<file path="config.mk">
export PLATFORM = sky130hd
export DESIGN_NAME = fetch_queue
export DESIGN_NICKNAME = d
export VERILOG_FILES = /design/src/rtl/fetch_pkg.sv /design/src/rtl/fetch_queue.sv
export SDC_FILE = /design/constraint.sdc
export NUM_CORES = 1
export LEC_CHECK = 0
export CORE_MARGIN = 3
export CORE_UTILIZATION = 55
export CTS_CLUSTER_SIZE = 12
export DETAILED_ROUTE_END_ITERATION = 10
export PLACE_DENSITY = 0.76
export SETUP_SLACK_MARGIN = 0.3
export SYNTH_ARGS = -nofsm -noshare
export SYNTH_HDL_FRONTEND = slang
export SYNTH_SLANG_ARGS = --single-unit
</file>
<file path="constraint.sdc">
create_clock -name clk -period 7.9 [get_ports clk]
set_clock_uncertainty 0.2 [all_clocks]
set_input_delay 1.58 -clock clk [delete_from_list [all_inputs] [get_ports clk]]
set_output_delay 1.58 -clock clk [all_outputs]
set_load 0.005 [all_outputs]
</file>
<file path="src/rtl/fetch_pkg.sv">
// Shared types and sizing for the instruction fetch queue.
package fetch_pkg;

  localparam int unsigned XLEN     = 32;
  localparam int unsigned FQ_DEPTH = 4;

  typedef struct packed {
    logic [XLEN-1:0] pc;
    logic [XLEN-1:0] instr;
    logic            fault;
    logic            filled;
  } fq_entry_t;

endpackage

</file>
<file path="src/rtl/fetch_queue.sv">
// In-order fetch buffer: issues PC fetches to instruction memory, pairs each
// response with its PC and hands (pc, instr, fault) to decode; flush drains in-flight fetches.
module fetch_queue
  import fetch_pkg::*;
#(
  parameter int unsigned DEPTH = FQ_DEPTH
) (
  input  logic            clk,
  input  logic            rst,
  input  logic            pc_valid,
  input  logic [XLEN-1:0] pc_i,
  output logic            pc_ready,
  input  logic            flush,
  output logic            imem_req_valid,
  input  logic            imem_req_ready,
  output logic [XLEN-1:0] imem_req_addr,
  input  logic            imem_rsp_valid,
  input  logic [XLEN-1:0] imem_rsp_data,
  input  logic            imem_rsp_err,
  output logic            if_valid,
  input  logic            if_ready,
  output logic [XLEN-1:0] if_pc,
  output logic [XLEN-1:0] if_instr,
  output logic            if_fault,
  output logic            proto_err
);

  localparam int unsigned AW = $clog2(DEPTH);
  localparam int unsigned PW = AW + 1;

  fq_entry_t       r_entry [DEPTH];
  logic [PW-1:0]   r_alloc_ptr;
  logic [PW-1:0]   r_fill_ptr;
  logic [PW-1:0]   r_rd_ptr;
  logic [PW-1:0]   r_drop_cnt;
  logic            r_proto_err;

  logic [PW-1:0]   w_count;
  logic [PW:0]     w_occupancy;
  logic            w_credit_ok;
  logic            w_pop;
  logic            w_rsp_drop;
  logic            w_rsp_fill;
  logic            w_rsp_bad;
  fq_entry_t       w_head;

  // Buffered entries plus fetches still owed by memory after a flush share the credit pool
  assign w_count     = r_alloc_ptr - r_rd_ptr;
  assign w_occupancy = {1'b0, w_count} + {1'b0, r_drop_cnt};
  assign w_credit_ok = w_occupancy < (PW+1)'(DEPTH);

  assign imem_req_valid = rst & pc_valid & w_credit_ok & ~flush;
  assign imem_req_addr  = pc_i;
  assign pc_ready       = imem_req_valid & imem_req_ready;

  assign w_head   = r_entry[r_rd_ptr[AW-1:0]];
  assign if_valid = (w_count != '0) & w_head.filled & ~flush;
  assign if_pc    = if_valid ? w_head.pc    : '0;
  assign if_instr = if_valid ? w_head.instr : '0;
  assign if_fault = if_valid & w_head.fault;
  assign w_pop    = if_valid & if_ready;

  assign w_rsp_drop = imem_rsp_valid & (r_drop_cnt != '0);
  assign w_rsp_fill = imem_rsp_valid & (r_drop_cnt == '0) & (r_fill_ptr != r_alloc_ptr);
  assign w_rsp_bad  = imem_rsp_valid & (r_drop_cnt == '0) & (r_fill_ptr == r_alloc_ptr);

  assign proto_err = r_proto_err;

  // Pointer, drop counter and sticky protocol error state
  always_ff @(posedge clk or negedge rst) begin
    if (!rst) begin
      r_alloc_ptr <= '0;
      r_fill_ptr  <= '0;
      r_rd_ptr    <= '0;
      r_drop_cnt  <= '0;
      r_proto_err <= 1'b0;
    end else begin
      if (w_rsp_bad) r_proto_err <= 1'b1;
      if (flush) begin
        r_fill_ptr <= r_alloc_ptr;
        r_rd_ptr   <= r_alloc_ptr;
        r_drop_cnt <= r_drop_cnt + (r_alloc_ptr - r_fill_ptr) - PW'(w_rsp_drop | w_rsp_fill);
      end else begin
        if (pc_ready)   r_alloc_ptr <= r_alloc_ptr + PW'(1);
        if (w_rsp_drop) r_drop_cnt  <= r_drop_cnt - PW'(1);
        if (w_rsp_fill) r_fill_ptr  <= r_fill_ptr + PW'(1);
        if (w_pop)      r_rd_ptr    <= r_rd_ptr + PW'(1);
      end
    end
  end

  // Entry storage; alloc, fill and pop always target distinct slots
  always_ff @(posedge clk or negedge rst) begin
    if (!rst) begin
      for (int i = 0; i < DEPTH; i++) r_entry[AW'(i)] <= '0;
    end else if (flush) begin
      for (int i = 0; i < DEPTH; i++) r_entry[AW'(i)].filled <= 1'b0;
    end else begin
      if (pc_ready) begin
        r_entry[r_alloc_ptr[AW-1:0]].pc     <= pc_i;
        r_entry[r_alloc_ptr[AW-1:0]].filled <= 1'b0;
      end
      if (w_rsp_fill) begin
        r_entry[r_fill_ptr[AW-1:0]].instr  <= imem_rsp_data;
        r_entry[r_fill_ptr[AW-1:0]].fault  <= imem_rsp_err;
        r_entry[r_fill_ptr[AW-1:0]].filled <= 1'b1;
      end
      if (w_pop) r_entry[r_rd_ptr[AW-1:0]].filled <= 1'b0;
    end
  end

endmodule

</file>
==> results.md <==
- Max-cap check violation count: 0
- R2r worst-path depth: 8
- Critical-path maximum fanout: 66
- Critical Path Start Type: input pin
- Final routed wire length divided by cell count: 22.50 um
- Kind of path behind the tightest hold check: flop to flop
- Headroom to the max-slew limit: 22.44%
- Number of enable-type register cells in the synthesized netlist: 132
- CTS Root Buffer Type: clkbuf_16
- Fraction of final layout cells sized beyond drive strength 1: 28.38%
- Number of nets with antenna violations after routing: 0
- Vias after detailed routing: 6914
- Initial core utilization: 56.47%
- Antenna violations before repair: 3
- Share of the core filled with cells in the final layout: 68.42%
- All-Layer GR Usage: 22.04%
- Core outline area: 21960 um^2
- Worst Hold Margin: 284.7 ps
- Wire length of the first global-routing pass: 42080 um
- Total of buffers placed on input and output ports: 172
- Sequential area share after synthesis: 61.23%
- Unrepaired setup endpoints after global routing: false
- Clk pin slew, worst setup/hold paths: 60 ps
- Cell Count, Final, Fillers Out: 1177
- Maximum ir drop on the vdd rail: 0.1642 mV
- Hold violation total from the final report: 0
- Asr flop ratio synth: 52.35%
- Cell count after placement: 1122
- Height of the die: 156.1 um
- Cts bufs inserted: 29
- Peak Freq: 155.6 MHz
- Leakage: 6.031 nW
- Die area: 24380 um^2
- Category of cells accounting for the largest share of critical-path delay: buffers and inverters
- Via/cell ratio: 5.874
- Number of different library cells in the post-synthesis netlist: 46
- Post-route setup TNS: 0 ps
- DR DRC count: 0
- Register-to-register path setup slack: 3470 ps
- Class of the most critical setup path: input pin to primary output
- Synthesized netlist net count: 828
- Synth area leaders: edfxtp_1, dfrtp_1, mux4_2
- Total number of placement rows: 54
- Slowest stage cell, crit path: inv_2
- Number of post-CTS setup repair buffers: 0
- Setup-failing EPs final: 0
- Post-synthesis cell count: 733
- Slew @ Worst Pin: 1161 ps
- Number of DRC markers after the initial detailed-route iteration: 441
- Period minus WS final: 6425 ps
- Power Total: 4.937 mW
- Average instance area after synthesis: 16.92 um^2
- Most frequent cell after synthesis: dfrtp_1
- Register bit total from synthesis: 277
- Die width: 156.1 um
- Longest Clk Path Bufs: 3
- Synth Cell Area: 12400 um^2
- Total power divided by cell area: 328.6 nW/um^2
- Number of instances on the worst hold path: 1
- Post-cts sizing count: 0
- Commonest register cell after synthesis: dfrtp_1
- Required time at the endpoint of the critical path: 6120 ps
- P&R area growth vs syn: 21.17%
- Number of buffers inserted by hold repair at cts: 0
- Max Slew Vio Count: 0
- Largest net degree at the start of global routing: 83
- Critical path startpoint: flush
- Top cell type by total area after synthesis: edfxtp_1
- Worst stage delay on the critical path: 750 ps
- Hold Path Origin: proto_err
- I/O pin total: 173
- 1st-pass router iterations: 5
- H-tree Lvls: 1
- Sort of element at the end of the critical path: primary output
- Number of sinks handled by clock tree synthesis: 277
- Origin of the critical flop-to-flop path: r_rd_ptr[0]
- TritonCTS clock tree: yes
- HPWL after detailed placement: 16290 um
- Run status: completed
- Ranking of synthesized cells by instance count: dfrtp_1, edfxtp_1, mux2_2, and2_1, mux4_2
- Clock Latency Late Sink: 530 ps
- Number of global-route vias before repair: 7674
- Crit path buf inv count: 3
- Fin nets: 968
- Ratio of final minimum period to clock period: 81.33%
- Weighted congestion at the end of routability-driven global placement: 0.8729
- Cell chain of the critical path: clkdlybuf4s50_1 -> nand2b_1 -> a2bb2oi_1 -> or2_4 -> inv_2 -> and2_1 -> clkdlybuf4s50_1
- End of the worst hold path: proto_err
- Library cell appearing most often on the critical path: clkdlybuf4s50_1
- Remaining global-route overflow: 0
- Area share of the largest cell type after synthesis: 31.97%
- Yosys warnings: 0
- Endpoint arrival time on the critical path: 4650 ps
- Detailed Route WL: 26480 um
## worst max path at each step
stage	end	slack, ps	cells after the start
6_report	if_instr[1]	1470	7
5_1_grt	if_instr[1]	1260	7
4_1_cts	if_instr[1]	1470	7
3_5_place_dp	if_pc[31]	1490	7
3_3_place_gp	if_instr[1]	1590	7
2_1_floorplan	flop	2180	10
## cell families after synthesis
group | count (synthesis) | share of synthesized area [%]
compound gates | 27 | 1.796
xor+xnor | 13 | 1.150
fa+ha+maj | 23 | 2.624
buf+inv | 87 | 4.238
flops | 277 | 61.23
mux | 197 | 23.78
simple gates | 109 | 5.177
## per-stage QoR
stage	setup WS, ps	cell area (um^2)
finish	1475	15020
global route	1256	15020
floorplan	2176	12400
CTS	1468	15020
detailed placement	1489	14090
global placement	1593	14090
## cell usage in the layout, fill, tap and decap left out, drive strengths merged, types with 2 or more instances in the layout
cell type / instances
clkdlybuf4s50: 171
dfrtp: 145
edfxtp: 132
mux2: 131
and2: 69
mux4: 65
clkbuf: 47
ha: 18
inv: 17
nand2: 13
xnor2: 11
buf: 9
o21ai: 7
nor2: 7
nand2b: 5
fa: 5
nand3: 4
a31oi: 3
a311oi: 3
diode: 2
nor2b: 2
nand3b: 2
a2bb2oi: 2
a22oi: 2
nand4: 2
a21oi: 2
o311ai: 2
o221ai: 2
clkinv: 2
bufinv: 2
## layer usage
layer	up-vias	global-route usage, %	part of all wire (%)
met5	-	0	0.049
met4	2	6.086	2.1
met3	53	3.273	5.6
met2	236	38.19	51
met1	3619	29.53	41
li1	3004	-	-
## report_power, final
| group | switching (mW) | total, mW | leakage [nW] | internal, mW |
|---|---|---|---|---|
| Clock | 0.526 | 1.32 | 0.449 | 0.791 |
| Sequential | 0.230 | 2.08 | 3.12 | 1.85 |
| Combinational | 0.654 | 1.54 | 2.46 | 0.887 |
## cell type report
cell class / count / area (um^2)
inverters: 16 / 60.06
multi-input cells: 369 / 4297
flip-flops and latches: 277 / 7600
well taps: 280 / 350.3
repair buffers: 180 / 1783
clock inverters: 6 / 86.33
clock buffers: 47 / 843.3
diodes: 2 / 5.005
fillers: 1477 / 6934
Power figures use the tool's default switching activity.
